--- src/rtl/fft_params_pkg.sv ---
// Shared FFT constants and sequencer state encoding.
package fft_params_pkg;

    localparam int unsigned N       = 256;
    localparam int unsigned LOG2N   = 8;
    localparam int unsigned STAGES  = LOG2N;
    // Width of the stage_idx port; must be able to hold LOG2N-1.
    localparam int unsigned STAGE_W = 3;

    typedef enum logic [1:0] {
        IDLE,
        ISSUE,
        DRAIN,
        DONE
    } seq_state_t;

endpackage

--- src/rtl/fft_wb_delay.sv ---
// Fixed-latency valid+payload shift register carrying write-back addresses.
// Advances every cycle, never stalls. Empty slots hold zero payload, so the
// output payload reads zero whenever out_valid is low.
module fft_wb_delay #(
    parameter int unsigned DEPTH = 4,
    parameter int unsigned WIDTH = 16
) (
    input  logic             clk,
    input  logic             rst_n,
    input  logic             in_valid,
    input  logic [WIDTH-1:0] in_data,
    output logic             out_valid,
    output logic [WIDTH-1:0] out_data,
    output logic             empty_next
);

    logic [DEPTH-1:0] vld_q, vld_d;
    logic [WIDTH-1:0] data_q [DEPTH];
    logic [WIDTH-1:0] data_d [DEPTH];

    // Shift one slot towards the output; slot 0 takes the new entry.
    always_comb begin
        vld_d = '0;
        for (int i = 0; i < int'(DEPTH); i++) begin
            data_d[i] = '0;
        end
        vld_d[0]  = in_valid;
        data_d[0] = in_valid ? in_data : '0;
        for (int i = 1; i < int'(DEPTH); i++) begin
            vld_d[i]  = vld_q[i-1];
            data_d[i] = data_q[i-1];
        end
    end

    // Pipe will hold nothing after this edge: only the output slot (if any) is live.
    always_comb begin
        empty_next = !in_valid;
        for (int i = 0; i < int'(DEPTH) - 1; i++) begin
            if (vld_q[i]) begin
                empty_next = 1'b0;
            end
        end
    end

    // Pipe registers; asynchronous reset flushes all in-flight entries.
    always_ff @(posedge clk or negedge rst_n) begin
        if (!rst_n) begin
            vld_q <= '0;
            for (int i = 0; i < int'(DEPTH); i++) begin
                data_q[i] <= '0;
            end
        end else begin
            vld_q <= vld_d;
            for (int i = 0; i < int'(DEPTH); i++) begin
                data_q[i] <= data_d[i];
            end
        end
    end

    assign out_valid = vld_q[DEPTH-1];
    assign out_data  = data_q[DEPTH-1];

endmodule

--- src/rtl/fft_stage_sequencer.sv ---
// Radix-2 FFT per-stage butterfly scheduler: issues read pairs and twiddle
// indices for all N/2 butterflies of one stage, replays write-back addresses
// BF_LATENCY cycles after each accepted read, then pulses stage_done.
// Optional: define FFT_SEQ_STALL_CNT_EN to add the stall_cycles counter port.
module fft_stage_sequencer
    import fft_params_pkg::*;
#(
    parameter int unsigned BF_LATENCY = 4
) (
    input  logic               clk,
    input  logic               rst_n,
    input  logic               stage_start,
    input  logic [STAGE_W-1:0] stage_idx,
    output logic               rd_valid,
    input  logic               rd_ready,
    output logic [LOG2N-1:0]   rd_addr_a,
    output logic [LOG2N-1:0]   rd_addr_b,
    output logic [LOG2N-2:0]   tw_idx,
    output logic               wr_valid,
    output logic [LOG2N-1:0]   wr_addr_a,
    output logic [LOG2N-1:0]   wr_addr_b,
    output logic               busy,
    output logic               stage_done,
    output logic               err_overlap
`ifdef FFT_SEQ_STALL_CNT_EN
    ,
    output logic [15:0]        stall_cycles
`endif
);

    localparam logic [LOG2N-2:0] K_LAST = '1;

    seq_state_t         state_q, state_d;
    logic [STAGE_W-1:0] s_q, s_d;
    logic [LOG2N-2:0]   k_q, k_d;
    logic               err_q, err_d;
    logic               accept;
    logic               pipe_empty_next;
    logic [STAGE_W-1:0] s_in;
    logic [LOG2N-1:0]   k_ext, half, low, addr_a, addr_b;
    logic [LOG2N-2:0]   tw;
    logic [2*LOG2N-1:0] wr_data;

    assign accept = (state_q == ISSUE) && rd_ready;
    // Out-of-range stage numbers run the last stage.
    assign s_in   = (32'(stage_idx) >= LOG2N) ? STAGE_W'(LOG2N - 1) : stage_idx;

    // Butterfly k of stage s: legs are half apart inside groups of 2*half.
    always_comb begin
        k_ext  = {1'b0, k_q};
        half   = LOG2N'(1) << s_q;
        low    = k_ext & (half - 1'b1);
        addr_a = ((k_ext >> s_q) << ({1'b0, s_q} + 4'd1)) | low;
        addr_b = addr_a + half;
        tw     = (LOG2N-1)'(low) << (STAGE_W'(LOG2N - 1) - s_q);
    end

    // Next-state logic for the stage walk and the sticky overlap flag.
    always_comb begin
        state_d = state_q;
        s_d     = s_q;
        k_d     = k_q;
        err_d   = err_q;
        unique case (state_q)
            IDLE: begin
                if (stage_start) begin
                    state_d = ISSUE;
                    s_d     = s_in;
                    k_d     = '0;
                end
            end
            ISSUE: begin
                if (accept) begin
                    k_d = k_q + 1'b1;
                    if (k_q == K_LAST) begin
                        state_d = DRAIN;
                    end
                end
            end
            DRAIN: begin
                if (pipe_empty_next) begin
                    state_d = DONE;
                end
            end
            DONE:    state_d = IDLE;
            default: state_d = IDLE;
        endcase
        if (stage_start && (state_q != IDLE)) begin
            err_d = 1'b1;
        end
    end

    // State registers.
    always_ff @(posedge clk or negedge rst_n) begin
        if (!rst_n) begin
            state_q <= IDLE;
            s_q     <= '0;
            k_q     <= '0;
            err_q   <= 1'b0;
        end else begin
            state_q <= state_d;
            s_q     <= s_d;
            k_q     <= k_d;
            err_q   <= err_d;
        end
    end

    fft_wb_delay #(
        .DEPTH (BF_LATENCY),
        .WIDTH (2 * LOG2N)
    ) u_wb_delay (
        .clk        (clk),
        .rst_n      (rst_n),
        .in_valid   (accept),
        .in_data    ({addr_a, addr_b}),
        .out_valid  (wr_valid),
        .out_data   (wr_data),
        .empty_next (pipe_empty_next)
    );

    assign rd_valid    = (state_q == ISSUE);
    assign rd_addr_a   = rd_valid ? addr_a : '0;
    assign rd_addr_b   = rd_valid ? addr_b : '0;
    assign tw_idx      = rd_valid ? tw : '0;
    assign wr_addr_a   = wr_data[2*LOG2N-1:LOG2N];
    assign wr_addr_b   = wr_data[LOG2N-1:0];
    assign busy        = (state_q != IDLE);
    assign stage_done  = (state_q == DONE);
    assign err_overlap = err_q;

`ifdef FFT_SEQ_STALL_CNT_EN
    logic [15:0] stall_q, stall_d;

    // Saturating count of refused reads; cleared on an accepted stage_start.
    always_comb begin
        stall_d = stall_q;
        if ((state_q == IDLE) && stage_start) begin
            stall_d = '0;
        end else if ((state_q == ISSUE) && !rd_ready && (stall_q != 16'hFFFF)) begin
            stall_d = stall_q + 16'd1;
        end
    end

    // Stall counter register.
    always_ff @(posedge clk or negedge rst_n) begin
        if (!rst_n) begin
            stall_q <= '0;
        end else begin
            stall_q <= stall_d;
        end
    end

    assign stall_cycles = stall_q;
`endif

endmodule

--- config.mk ---
export PLATFORM = sky130hd
export DESIGN_NAME = fft_stage_sequencer
export DESIGN_NICKNAME = d
export VERILOG_FILES = /design/src/rtl/fft_params_pkg.sv /design/src/rtl/fft_wb_delay.sv /design/src/rtl/fft_stage_sequencer.sv
export SDC_FILE = /design/constraint.sdc
export NUM_CORES = 1
export LEC_CHECK = 0
export CAP_MARGIN = 20
export CORE_AREA = 2 2 90 92
export CTS_CLUSTER_SIZE = 14
export DETAILED_ROUTE_END_ITERATION = 6
export DIE_AREA = 0 0 92 94
export DONT_BUFFER_PORTS = 1
export GPL_ROUTABILITY_DRIVEN = 0
export MAX_ROUTING_LAYER = met4
export PLACE_DENSITY = 0.67
export SYNTH_ARGS = -nofsm -noshare
export SYNTH_HDL_FRONTEND = slang
export SYNTH_SLANG_ARGS = --single-unit
--- constraint.sdc ---
create_clock -name clk -period 9.8 [get_ports clk]
set_input_delay 1.96 -clock clk [delete_from_list [all_inputs] [get_ports clk]]
set_output_delay 1.96 -clock clk [all_outputs]
set_load 0.02 [all_outputs]
==> summary.md, run 1 <==
| Metric | Value |
|---|---|
| P&R area growth vs syn | `6.39%` |
| # hold bufs at CTS | `0` |
| Ys flop type | `dfrtp_1` |
| CP Cell Sequence | `inv_1 > ha_1 > nand2_1 > ha_1 > nand2b_1 > xnor2_1 > a21o_1 > nand2_1 > inv_1 > a311oi_1 > inv_1 > ha_1 > a21oi_1 > o21bai_1 > a21oi_1 > o311ai_1 > a21oi_1` |
| Crit-path slowest cell | `dfrtp_1` |
| Cell count after placement | `466` |
| Grt total ovfl | `0` |
| Leakage Power | `between 2 and 2.5 nW` |
| CP max FO | `29` |
| Worst slew margin | `a little over two fifths` |
| Clk_skew | `0.0139 ns` |
| R2r startpoint | `s_q[0]$_DFFE_PN0P_` |
| Pwr Total | `1.57 mW` |
| P_sw | `0.725 mW` |
| Setup slack, reg-to-reg | `a little over 5 ns` |
| Starting Density | `roughly 52%` |
| Maximum vdd drop | `slightly below 200 µV` |
| Crit path arrival time | `slightly above 5 ns` |
| H-tree levels | `3` |
| Vias per cell | `approximately 5.7` |
| First-pass GRT wire length | `about 13 mm` |
| Antenna-violating nets left | `0` |
| Yosys cell types | `between 50 and 60` |
| Setup Viol. Count Final | `0` |
| Die X | `between 90 and 100 µm` |
| Routed wire per std cell | `between 15 and 20 µm` |
| Fill cells | `approximately 630` |
| Minimum clock period | `around 7.1 ns` |
| Largest net degree at the start of global routing | `82` |
| I/O pin cnt | `51` |
| EDFF count, synth | `0` |
| Area of the mapped netlist | `around 0.0040 mm²` |
| CTS resizes | `0` |
| R2R Path End | `u_wb_delay.data_d[39]$_DFF_PN0_` |
| Antenna cells | `0` |
| Final WL | `around 7.9 mm` |
| Req. time, crit path | `roughly 7.8 ns` |
| Setup Crit Path Kind | `reg -> out` |
| Comb power frac | `50.7%` |
| Cell Pwr Density | `372 mW/mm²` |
| # Post-CTS Setup Buffers | `0` |
| Final Hold Fails | `0` |
| Worst Hold End | `u_wb_delay.data_d[26]$_DFF_PN0_` |
| Clock latency on the worst-skew pair | `0.35 ns` |
| Core Area | `around 0.0076 mm²` |
| Flop pwr share | `approximately a third` |
| Final non-filler cell total | `roughly 480` |
| Post-synthesis cell count | `382` |
| Setup TNS | `0 ns` |
| Detailed placement HPWL | `about 5.6 mm` |
| Slew @ Worst Pin | `roughly 0.84 ns` |
| CTS sink cnt | `81` |
| Initial antenna violation count | `0` |
| DIE AREA | `0.00865 mm²` |
| Critical path endpoint category | `primary output` |
| DRT iter0 DRCs | `about 170` |
| Post-place setup slack | `3.19 ns` |
| Fin area | `about 0.0042 mm²` |
| Slowest Stage Delay on Critical Path | `roughly 0.90 ns` |
| Post-placement cell area | `~0.004 mm²` |
| Root Buffer | `clkbuf_8` |
| Drt pass-1 iters | `5` |
| Via count | `2747` |
| RSZ-0062 raised after global routing | `no` |
| Synthesis-stage register bit count | `81` |
| Share of cells above drive strength 1 | `under 10%` |
| Hold path depth | `0` |
| Total Nets Final | `402` |
| Clock transition at path regs | `~0.09 ns` |
| DRC | `0` |
| Cell internal pwr | `around 0.84 mW` |
| CTS tree | `built` |
| Max cap viols | `0` |
| Syn_area_per_cell | `a little over 10 µm²` |
| Worst Hold Class | `reg -> reg` |
| Die Y | `approximately 94 µm` |
| Worst hold slack | `approximately 0.35 ns` |
| Period utilisation layout | `72.6%` |
| Max Fclk | `roughly 140 MHz` |
| Syn. warnings | `0` |
| Startpoint Class | `flip-flop` |
| Rows | `32` |
| Clock Path Buffers | `2` |
| Number of I/O port buffers | `0` |
| Ys async rst share | `100%` |
| GRT Total Usage | `about a fifth` |
| Outcome | `completed` |
| Syn_nets | `slightly above 400` |
| CTS Buf Count | `9` |
| Clock Power Share | `16.2%` |
| Switching share of power | `46.3%` |
| Post-synthesis sequential area ratio | `51.2%` |
| Worst r2r path cells | `18` |
| Worst Slack Setup Final | `approximately 2.7 ns` |
| Finished Core Util | `55.3%` |
| Hold Path Origin | `u_wb_delay.data_d[42]$_DFF_PN0_` |
| Number of global-route vias before repair | `between 2000 and 3000` |
| Fin. max-slew vios | `0` |
[state kept, by name (all words and copies together) (netlist names)]
signal and cells:
k_q 7, state_q 2, u_wb_delay.data_d 48, s_q 3, err_overlap 1, u_wb_delay.out_data 16
u_wb_delay.vld_q 4
[Yosys cell counts, types with 8 or more instances]
cell	number	area, µm²
and2_1	10	62.6
nand3_1	9	45.0
nand2_1	33	124
inv_1	17	63.8
nor2_1	46	173
clkbuf_1	13	48.8
a21oi_1	18	90.1
dfrtp_1	81	2030
ha_1	20	250
mux2i_1	12	120
nor3_1	8	40.0
o21ai_0	19	95.1
[layer usage]
layer,GRT usage (%),vias to the layer above,part of all wire [%]
li1,-,1297,-
met1,26.1,1312,44
met2,31.1,121,48
met3,4.25,17,5.7
met4,8.33,0,2.0
met5,-,-,0
[placed cells by master, fill, tap and decap left out, types with 2 or more instances in the layout]
| master | Yosys | final |
|---|---|---|
| dfrtp_1 | 81 | 81 |
| nor2_1 | 46 | 46 |
| nand2_1 | 33 | 33 |
| ha_1 | 20 | 20 |
| o21ai_0 | 19 | 19 |
| a21oi_1 | 18 | 18 |
| inv_1 | 17 | 17 |
| mux2i_1 | 12 | 12 |
| and2_1 | 10 | 10 |
| clkbuf_8 | 0 | 10 |
| nand3_1 | 9 | 9 |
| nor3_1 | 8 | 8 |
| mux2_2 | 7 | 7 |
| xnor2_1 | 7 | 7 |
| and3_1 | 7 | 7 |
| nand2b_1 | 5 | 5 |
| xor2_1 | 5 | 5 |
| o211ai_1 | 4 | 4 |
| a31oi_1 | 4 | 4 |
| inv_6 | 1 | 4 |
| nor2b_1 | 4 | 4 |
| a21o_1 | 4 | 4 |
| nand4_1 | 3 | 3 |
| a311oi_1 | 2 | 2 |
| mux4_2 | 2 | 2 |
| o31ai_1 | 2 | 2 |
| nor4_1 | 2 | 2 |
| o31a_1 | 2 | 2 |
| o311ai_1 | 2 | 2 |
| or3_1 | 2 | 2 |
[cell families (layout without fill, tap and decap cells)]
family | after synthesis | after routing | share of synthesized area, %
muxes | 21 | 21 | 6.17
and+or+nand+nor | 134 | 134 | 16.0
AOI/OAI and AO/OA | 73 | 73 | 12.1
adders and majority gates | 20 | 20 | 6.32
xor gates and xnor gates | 13 | 13 | 3.35
buffers and inverters | 40 | 38 | 4.81
DFF | 81 | 81 | 51.2
[power by group through the flow]
stage,Clock (mW),Combinational (mW),Sequential [mW]
2_1_floorplan,0,0.686,0.472
3_3_place_gp,0,0.778,0.520
3_5_place_dp,0,0.783,0.525
4_1_cts,0.264,0.789,0.518
5_1_grt,0.276,0.875,0.532
6_report,0.254,0.793,0.518
[critical path, delay by kind of cell, from the launching register on]
| family | cells | cell delay [ns] |
|---|---|---|
| DFF | 1 | 0.90 |
| AOI/OAI and AO/OA | 7 | 1.99 |
| xor gates and xnor gates | 1 | 0.15 |
| adders and majority gates | 3 | 0.95 |
| buffers and inverters | 3 | 0.36 |
| and+or+nand+nor | 3 | 0.44 |
[worst max-delay path by stage]
stage,from,to,slack [ns],cells after the start
3_3_place_gp,s_q[0]$_DFFE_PN0P_,rd_addr_b[7],3.41,17
4_1_cts,s_q[0]$_DFFE_PN0P_,rd_addr_b[7],2.76,17
5_1_grt,s_q[0]$_DFFE_PN0P_,rd_addr_b[7],2.24,17
3_5_place_dp,s_q[0]$_DFFE_PN0P_,rd_addr_b[7],3.19,17
2_1_floorplan,s_q[0]$_DFFE_PN0P_,rd_addr_b[7],3.88,20
6_report,s_q[0]$_DFFE_PN0P_,rd_addr_b[7],2.69,17
[layout make-up]
class | count | area [µm²] | area share [%]
tap | 102 | 128 | 3.03
inverter | 21 | 97.6 | 2.32
multi-input combinational | 261 | 1740 | 41.3
clock buffer | 10 | 138 | 3.27
timing repair buffer | 1 | 7.51 | 0.178
sequential | 81 | 2030 | 48.1
clock inverter | 6 | 72.6 | 1.72
Power figures use the tool's default switching activity.
==> run 2, diff against run 1 <==
Settings changed: PLACE_DENSITY 0.67 to 0.69.
Clock period 9.8 ns to 6 ns, I/O delays scaled along.
==> run 2 against run 1 <==
Sequential cell count unchanged. Final cell count up 1.2%. Critical path depth is 2 higher. Utilization is 0.33 points higher. Register-to-register slack got worse by 3.1 ns. First-iteration DRC count fell by 4.8%. Cell area rose by 0.59%. Die area unchanged. Combinational power grew 77%. Setup slack got worse by 2.3 ns. Hold slack better by 0.0025 ns. Clock-buffer cell count is 1 lower. Critical endpoint unchanged. Largest power group unchanged. Highest routed layer unchanged.
==> summary.md, run 2 (synthesis gave the netlist of run 1 again) <==
| Metric | Value |
|---|---|
| H-tree levels | `3` |
| P&R area growth vs syn | `7.02%` |
| R2r startpoint | `s_q[1]$_DFFE_PN0P_` |
| Largest net degree at the start of global routing | `82` |
| Slew @ Worst Pin | `roughly 0.63 ns` |
| GRT Total Usage | `21.6%` |
| Crit path arrival time | `between 4 and 5 ns` |
| Antenna cells | `0` |
| Rows | `32` |
| Leakage Power | `2.05 nW` |
| Hold Path Origin | `u_wb_delay.data_d[29]$_DFF_PN0_` |
| Vias per cell | `roughly 6` |
| Starting Density | `between 50 and 60%` |
| Worst Hold Class | `reg -> reg` |
| Crit path from | `s_q[1]$_DFFE_PN0P_` |
| Max cap viols | `0` |
| Fin area | `roughly 0.0042 mm²` |
| CTS sink cnt | `81` |
| CTS Buf Count | `9` |
| Fill cells | `approximately 690` |
| Worst Slack Setup Final | `approximately 0.4 ns` |
| Final non-filler cell total | `488` |
| Setup TNS | `0 ns` |
| Root Buffer | `clkbuf_8` |
| Final WL | `~8.5 mm` |
| Most frequent cells in the layout | `80 x dfrtp_1, 45 x nor2_1, 33 x nand2_1` |
| Outcome | `completed` |
| Fin. max-slew vios | `0` |
| Req. time, crit path | `roughly 4.8 ns` |
| Max Fclk | `between 150 and 200 MHz` |
| RSZ-0062 raised after global routing | `no` |
| Initial antenna violation count | `0` |
| Number of I/O port buffers | `0` |
| Worst slew margin | `57.4%` |
| Setup Crit Path Kind | `reg -> out` |
| Core Area | `roughly 0.0076 mm²` |
| DRC | `0` |
| Clock Path Buffers | `2` |
| Cell count after placement | `around 470` |
| I/O pin cnt | `slightly above 50` |
| Cell Pwr Density | `slightly above 600 mW/mm²` |
| Minimum clock period | `about 5.6 ns` |
| Setup Viol. Count Final | `0` |
| Critical path endpoint category | `primary output` |
| DIE AREA | `around 0.0086 mm²` |
| Maximum vdd drop | `279 µV` |
| First-pass GRT wire length | `around 14 mm` |
| Clk_skew | `0.00998 ns` |
| Detailed placement HPWL | `just over 6 mm` |
| Drt pass-1 iters | `5` |
| Final Hold Fails | `0` |
| CTS tree | `built` |
| Grt total ovfl | `0` |
| Antenna-violating nets left | `0` |
| Startpoint Class | `flip-flop` |
| Clock latency on the worst-skew pair | `between 0.3 and 0.4 ns` |
| Routed wire per std cell | `between 15 and 20 µm` |
| Period utilisation layout | `between 90% and 100%` |
| Most common cell after layout, fill and taps aside | `dfrtp_1` |
| Via count | `2861` |
| Die X | `92 µm` |
| Clock transition at path regs | `0.09 ns` |
| CP max FO | `11` |
| Share of cells above drive strength 1 | `a little under an eighth` |
| DRT iter0 DRCs | `160` |
| Number of global-route vias before repair | `~2800` |
| Total Nets Final | `around 400` |
| Post-place setup slack | `around 0.53 ns` |
| Worst hold slack | `between 0.3 and 0.4 ns` |
| Die Y | `approximately 94 µm` |
| Post-placement cell area | `between 0.004 and 0.005 mm²` |
| Max FFs per register | `48` |
| # hold bufs at CTS | `0` |
run 2: changes by cell type in the layout (fill, tap and decap cells not counted), sizes merged:
cell / previous run / this run
inv: 23 / 22
buf: 1 / 7
clkbuf: 10 / 9
bufinv: 2 / 1
clkinv: 2 / 5
run 2: report_power, final:
part           internal, mW  switching, mW  total (mW)  leakage, nW
Combinational         0.513          0.889        1.40        0.853
Clock                 0.155          0.208       0.362       0.0957
Sequential            0.680          0.117       0.797         1.10
run 2: final timing paths:
path	end	slack (ns)	cells past startpoint
worst min-delay path	u_wb_delay.data_d[13]$_DFF_PN0_	0.35	0
min in group asynchronous	u_wb_delay.out_data[11]$_DFF_PN0_	0.53	0
worst max-delay path	rd_addr_b[7]	0.39	19
max in group asynchronous	u_wb_delay.out_data[10]$_DFF_PN0_	5.35	0
worst min register to register	u_wb_delay.data_d[13]$_DFF_PN0_	0.35	0
worst max register to register	u_wb_delay.data_d[39]$_DFF_PN0_	2.00	19
run 2: final cells by class:
type                    count  area [µm²]  share of cell area (%)
clock buffers               9         124                    2.92
clock inverters             7        52.6                    1.24
inverters                  21        97.6                    2.30
multi-input cells         261        1750                    41.4
flip-flops and latches     81        2030                    47.9
well taps                 102         128                    3.01
repair buffers              7        52.6                    1.24
run 2: through the flow:
stage	total power [mW]	utilization, %
floorplan	1.89	-
global placement	2.15	53.2
detailed placement	2.18	53.2
CTS	2.55	55.5
global route	2.75	55.7
finish	2.56	55.7
run 2: per-layer routing:
metal  wire [µm]  up-vias  GRT usage [%]
li1            -     1312              -
met1        3550     1405           27.6
met2        4160      123           33.7
met3         598       21           4.41
met4         187        0           9.08
met5           0        -              -
run 2: timing repair:
action / in CTS / in global routing
setup endpoints to repair: 0 / 3
setup buffers: 0 / 0
resized for setup: 0 / 4
run 2: critical path, stage by stage, from the launching register on:
cell and delay (ns):
dfrtp_1 0.38, bufinv_8 0.23, ha_1 0.30, nor2b_1 0.30, inv_1 0.08, ha_1 0.22, nand2b_1 0.15, xnor2_1 0.08
a21o_1 0.18, nand2_1 0.10, inv_1 0.07, a311oi_2 0.33, inv_1 0.10, ha_1 0.35, a21oi_2 0.31, o21bai_1 0.10
a21oi_1 0.22, o311ai_1 0.16, a21oi_1 0.19, buf_4 0.18
